[config.mk]
export PLATFORM = sky130hd
export DESIGN_NAME = bcd_cnt
export DESIGN_NICKNAME = d
export VERILOG_FILES = /design/src/rtl/bcd_pkg.sv /design/src/rtl/bcd_prescaler.sv /design/src/rtl/bcd_cnt.sv
export SDC_FILE = /design/constraint.sdc
export NUM_CORES = 1
export LEC_CHECK = 0
export CAP_MARGIN = 5
export CORE_ASPECT_RATIO = 1.1
export CORE_MARGIN = 2
export CORE_UTILIZATION = 55
export DETAILED_ROUTE_END_ITERATION = 10
export PLACE_DENSITY = 0.86
export SKIP_LAST_GASP = 1
export SYNTH_ARGS = -nofsm -noshare
export SYNTH_HDL_FRONTEND = slang
export SYNTH_SLANG_ARGS = --single-unit
[constraint.sdc]
create_clock -name clk -period 3.2 [get_ports clk]
set_clock_uncertainty 0.1 [all_clocks]
set_input_delay 0.64 -clock clk [delete_from_list [all_inputs] [get_ports clk]]
set_output_delay 0.64 -clock clk [all_outputs]
set_load 0.01 [all_outputs]
[src/rtl/bcd_pkg.sv]
// ---------------------------------------------------------------------------
// bcd_pkg -- shared types and constants for the BCD counter slice.
//   bcd_t            : one BCD digit (4 bits, legal values 0..9)
//   BCD_MAX/BCD_MIN  : digit limits
//   state_t          : control FSM states (STOP, RUN, LACK)
//   bcd_legal()      : true when a 4-bit code is a legal BCD digit
// ---------------------------------------------------------------------------
package bcd_pkg;

    typedef logic [3:0] bcd_t;

    localparam bcd_t BCD_MAX = 4'd9;
    localparam bcd_t BCD_MIN = 4'd0;

    typedef enum logic [1:0] {
        ST_STOP = 2'd0,
        ST_RUN  = 2'd1,
        ST_LACK = 2'd2
    } state_t;

    function automatic logic bcd_legal(input logic [3:0] code);
        return code <= BCD_MAX;
    endfunction

endpackage

[src/rtl/bcd_prescaler.sv]
// ---------------------------------------------------------------------------
// bcd_prescaler -- divides enabled clock cycles down to count steps.
//   clk  : clock, rising edge
//   rst  : synchronous active-high reset (counter -> 0)
//   run  : count this cycle; low freezes the counter at its current value
//   clr  : synchronous clear to 0 (load restarts the step interval)
//   tick : high in the run cycle where the counter sits at PRESCALE-1
// ---------------------------------------------------------------------------
module bcd_prescaler #(
    parameter int PRESCALE = 4
) (
    input  logic clk,
    input  logic rst,
    input  logic run,
    input  logic clr,
    output logic tick
);

    localparam logic [7:0] LAST = 8'(PRESCALE - 1);

    logic [7:0] cnt;

    // With PRESCALE=1, LAST is 0 and the counter never leaves 0, so every
    // run cycle ticks.
    assign tick = run && (cnt == LAST);

    always_ff @(posedge clk) begin
        if (rst || clr) begin
            cnt <= 8'd0;
        end else if (run) begin
            cnt <= tick ? 8'd0 : cnt + 8'd1;
        end
    end

endmodule

[src/rtl/bcd_cnt.sv]
// ---------------------------------------------------------------------------
// bcd_cnt -- prescaled up/down single-digit BCD counter with parallel load.
//   clk, rst            : clock (rising edge) and synchronous active-high reset
//   en                  : count enable (low freezes prescaler and digit)
//   up                  : 1 = increment, 0 = decrement
//   load_valid/ready    : load handshake
//   load_data[3:0]      : load value (bit3 = weight 8)
//   a0..a3              : registered digit, a0 = weight 8 ... a3 = weight 1
//   tc                  : terminal-count pulse (tick taken at 9 up / 0 down)
//   err                 : one-cycle pulse after an accepted load of 10..15
// Build option: define BCD_CNT_SATURATE_EN to hold at the limits instead of
// wrapping 9->0 / 0->9.
//
// Load handshake: a load transfers in any cycle where load_valid and
// load_ready are both 1 at the rising edge; load_valid may be held without
// load_ready, and load_ready drops only for the single LACK cycle that
// follows each accepted load.
// ---------------------------------------------------------------------------
module bcd_cnt
    import bcd_pkg::*;
#(
    parameter int PRESCALE = 4
) (
    input  logic       clk,
    input  logic       rst,
    input  logic       en,
    input  logic       up,
    input  logic       load_valid,
    input  logic [3:0] load_data,
    output logic       load_ready,
    output logic       a0,
    output logic       a1,
    output logic       a2,
    output logic       a3,
    output logic       tc,
    output logic       err
);

    state_t state;
    state_t state_nxt;
    bcd_t   digit;
    logic   err_q;
    logic   run;
    logic   tick;
    logic   load_acc;
    logic   load_ok;
    logic   step;
    logic   at_limit;

    function automatic bcd_t step_digit(input bcd_t d, input logic dir);
`ifdef BCD_CNT_SATURATE_EN
        if (dir) return (d >= BCD_MAX) ? BCD_MAX : d + 4'd1;
        else     return (d == BCD_MIN) ? BCD_MIN : d - 4'd1;
`else
        if (dir) return (d >= BCD_MAX) ? BCD_MIN : d + 4'd1;
        else     return (d == BCD_MIN) ? BCD_MAX : d - 4'd1;
`endif
    endfunction

    assign load_ready = (state != ST_LACK);
    assign load_acc   = load_valid && load_ready;
    assign load_ok    = bcd_legal(load_data);

    // The prescaler only advances in RUN and only while en is still high,
    // so dropping en freezes it in the same cycle.
    assign run = en && (state == ST_RUN);

    // A load in the tick cycle wins: the step and its tc are suppressed.
    assign step     = tick && !load_acc;
    assign at_limit = up ? (digit == BCD_MAX) : (digit == BCD_MIN);
    assign tc       = step && at_limit && !rst;

    bcd_prescaler #(
        .PRESCALE(PRESCALE)
    ) u_prescaler (
        .clk (clk),
        .rst (rst),
        .run (run),
        .clr (load_acc),
        .tick(tick)
    );

    always_comb begin
        state_nxt = en ? ST_RUN : ST_STOP;
        if (load_acc) begin
            state_nxt = ST_LACK;
        end
    end

    always_ff @(posedge clk) begin
        if (rst) begin
            state <= ST_STOP;
            digit <= BCD_MIN;
            err_q <= 1'b0;
        end else begin
            state <= state_nxt;
            err_q <= load_acc && !load_ok;
            if (load_acc) begin
                if (load_ok) begin
                    digit <= load_data;
                end
            end else if (step) begin
                digit <= step_digit(digit, up);
            end
        end
    end

    assign err = err_q;
    assign a0  = digit[3];
    assign a1  = digit[2];
    assign a2  = digit[1];
    assign a3  = digit[0];

endmodule

==> results.md <==
- Counting flops and latches in the post-synthesis netlist gives 15.
- Hold is met by between 0.3 and 0.4 ns.
- STA classifies the critical path startpoint as an input port.
- The number of clock buffers added by TritonCTS is 3.
- Setup repair after global routing left no endpoint under its margin.
- The final route contains 894 vias.
- At the later pin of the worst-skew pair, clock insertion delay measures between 0.2 and 0.3 ns.
- The portion of the clock cycle consumed by the worst path in the final layout is 0.965.
- For met1 alone, demand over resource in global routing was 0.234.
- The die covers roughly 2000 µm².
- The final-layout fill cell count is about 130.
- In this run the number of H-tree levels came out at 1.
- The area of the core region is around 1600 µm².
- In this run the critical register-to-register path is captured at digit[0]$_SDFFE_PP0P_.
- The global route total overflow is 0.
- The number of violations of the max-capacitance limit is 0.
- The iteration-0 DRC count of the detailed router is 23.
- In this run the critical register-to-register path is launched from u_prescaler.cnt[2]$_SDFFE_PP0P_.
- The worst min-delay path startpoint is u_prescaler.cnt[1]$_SDFFE_PP0P_.
- The worst hold path terminates at u_prescaler.cnt[1]$_SDFFE_PP0P_.
- The proportion of synthesized chip area in sequential cells is 0.327.
- The via count of the first global-routing pass is 746.
- The global placement routability congestion is ~0.95.
- The routed design has ~2100 µm of wire.
- The number of cells on the worst hold path is 2.
- The flow ran to the end, and the final reports show no timing, DRC or antenna violations.
- The headroom to the max-slew limit is 0.742.
- STA classifies the critical path endpoint as an output port.
- The horizontal extent of the die is approximately 43 µm.
- For this design, the CTS-stage hold fixing added 0 buffers.
- In this run the most used layer during global routing was met2.
- The pin count of the biggest net entering global routing is 14.
- The die extent in y is between 40 and 50 µm.
- The first TritonRoute pass finished after 4 iterations.
- For the worst flop-to-flop path, the logic depth is 6.
- The clock period could shrink to 3.09 ns.
- Counting instances in the post-synthesis netlist gives the leading cell types as 15 x sky130_fd_sc_hd__dfxtp_1, 15 x sky130_fd_sc_hd__nor2_1, 9 x sky130_fd_sc_hd__a21oi_1.
- The switching share of total power is 0.274.
- The number of gates resized after CTS was 1.
- Summed over all nets, the half-perimeter wirelength after detailed placement is around 1600 µm.
- The critical path in this run is classified as in -> out.
- The number of sinks handled by clock tree synthesis is 15.
- The synthesis warning total is 0.
- At the pin with the least slew margin, the transition time is ~0.39 ns.
- The async set or reset register ratio after synthesis is 0.
- The global routing met2 resource utilization is 0.400.
- After synthesis, the cell types taking the most area are sky130_fd_sc_hd__dfxtp_1 33%, sky130_fd_sc_hd__ha_1 6.8%, sky130_fd_sc_hd__nor2_1 6.1%.
- The leakage power total is roughly 0.44 nW.
- The area of the mapped netlist is around 920 µm².
- The relative area change from synthesis to final layout is 22.0%.
- The final number of hold-violating endpoints is 0.
- In the synthesized netlist the dominant register cell turns out to be sky130_fd_sc_hd__dfxtp_1.
- The total internal power is about 0.28 mW.
- The root buffer cell is sky130_fd_sc_hd__clkbuf_4.
- Of all nets on the critical path, the largest fanout is 2.
- The post-synth net total is 127.
- In the final layout, the share of cells above drive strength 1 is 0.0763.
- The max-slew violation total from the final report was 0.
- The count of input and output buffers is 15.
- For this run, the post-layout net count is between 100 and 150.
- Setup violations remaining at the end of the flow were counted as 0.
- Yosys mapped a number of flops with a built-in enable equal to 0.
- In the routed layout, each cell is associated on average with a via count of just over 6.
- The initial antenna violation count is 0.
- The number of nets with antenna violations after routing is 0.
- The first global-routing pass estimated 3070 µm of wire.
- The overall power consumption is a little under 0.4 mW.
- The library cell occupying the most area in the post-synthesis netlist is sky130_fd_sc_hd__dfxtp_1.
- The synthesized area per cell is 8.14 µm².
- In this run the worst hold path is classified as reg -> reg.
- Clock-pin slew was measured on the worst setup and hold paths at around 0.080 ns.
- The CTS tree is done.
- Data on the critical path is required at its endpoint by 2.46 ns.
- The diode insertion count for antenna repair is 0.
- Of the total power, combinational logic draws 0.207.
- The cell row count is 15.
- The power share of the clock group is 0.276.
- The share of the core filled with cells in the final layout is 0.712.
- Of the post-synthesis cell area, the dominant cell type holds 0.327.
- The analysis attributes to net switching a power of 0.106 mW.
- The number of distinct library cell variants in the gate-level netlist after synthesis is between 40 and 50.
- For this configuration, the core starts out at a cell density of 0.583.
- For this run, design rule violations remaining after detail routing come to 0.
- In this run the power density over the cells is approximately 350 nW/µm².
- For the worst setup path, the data arrival time is 2.35 ns.
- The fmax is 0.324 GHz.
- The setup slack of the worst register-to-register path is approximately 0.97 ns.
- For met3 alone, demand over resource in global routing was 0.0346.
- The average wire length per cell after detail routing is 14.0 µm.
- The global router's overall resource usage is 0.207.
- Counting every instance in the synthesized netlist gives 113.
- VDD sags by at most around 0.26 mV.
- The largest buffer count on any clock path is 2.
- Buffers added to address setup during post-CTS repair amount to 0.
- The share of total power dissipated in sequential elements is 0.517.
- The number of top-level design ports is 16.
[layout make-up]
cell class | instances | area, µm² | area share
well taps | 17 | 21.3 | 0.0190
flip-flops and latches | 15 | 300 | 0.268
inverters | 4 | 15.0 | 0.0134
multi-input cells | 89 | 581 | 0.517
repair buffers | 19 | 179 | 0.159
clock buffers | 4 | 26.3 | 0.0234
[worst max-delay path, cell delays in order]
cell                              delay [ns]
sky130_fd_sc_hd__clkdlybuf4s50_1        0.49
sky130_fd_sc_hd__nand4b_1               0.14
sky130_fd_sc_hd__or4_1                  0.52
sky130_fd_sc_hd__nor4_1                 0.26
sky130_fd_sc_hd__dlygate4sd2_1          0.30
[through the flow]
step | setup WS [ns] | TNS [ns] | cells | instance area (µm²)
2_1_floorplan | 0.618 | 0 | 113 | 920
3_3_place_gp | -0.179 | -0.179 | 144 | 1100
3_5_place_dp | -0.190 | -0.190 | 144 | 1100
4_1_cts | 0.0888 | 0 | 148 | 1120
5_1_grt | 0.0148 | 0 | 148 | 1120
6_report | 0.111 | 0 | 148 | 1120
[power by group through the flow]
stage / Sequential [mW] / Combinational [mW] / Clock [mW]
CTS: 0.200 / 0.0797 / 0.109
global placement: 0.204 / 0.0766 / 0
finish: 0.201 / 0.0802 / 0.107
detailed placement: 0.205 / 0.0795 / 0
global route: 0.202 / 0.0866 / 0.117
floorplan: 0.202 / 0.0493 / 0
[cells in the final DEF, fill, tap and decap left out, drive strengths merged, types with 2 or more instances in the layout]
cell type      instances
nor2                  15
dfxtp                 15
clkdlybuf4s50         14
a21oi                  9
nand2                  8
xor2                   5
nand3                  5
ha                     5
inv                    4
buf                    4
o21ai                  4
clkbuf                 4
nand2b                 3
or4                    2
nor3                   2
and2                   2
nand4                  2
a211oi                 2
nand3b                 2
o211ai                 2
and3                   2
[sequential cells by signal, summed over array words and instances (netlist names)]
register,flops
digit,4
state,2
err,1
u_prescaler.cnt,8
[metal layers]
metal | up-vias | share of wire
met4 | 0 | 0.010
met1 | 416 | 0.44
li1 | 447 | -
met5 | - | 0
met2 | 27 | 0.51
met3 | 4 | 0.040
[kinds of logic after synthesis]
| group | Yosys count | share of synthesized area |
|---|---|---|
| XOR/XNOR | 6 | 0.0571 |
| flip-flops | 15 | 0.327 |
| AO/OA/AOI/OAI | 25 | 0.188 |
| adder cells (fa/ha/maj) | 5 | 0.0680 |
| buffers and inverters | 9 | 0.0422 |
| AND/OR/NAND/NOR | 53 | 0.318 |
[worst max path at each step]
| stage | start | end | slack (ns) | cells past startpoint |
|---|---|---|---|---|
| after floorplan | u_prescaler.cnt[2]$_SDFFE_PP0P_ | tc | 0.62 | 4 |
| after global placement | en | tc | -0.18 | 5 |
| after detailed placement | en | tc | -0.19 | 5 |
| after CTS | en | tc | 0.09 | 5 |
| after global routing | en | tc | 0.01 | 5 |
| final | en | tc | 0.11 | 5 |
Power figures use the tool's default switching activity.
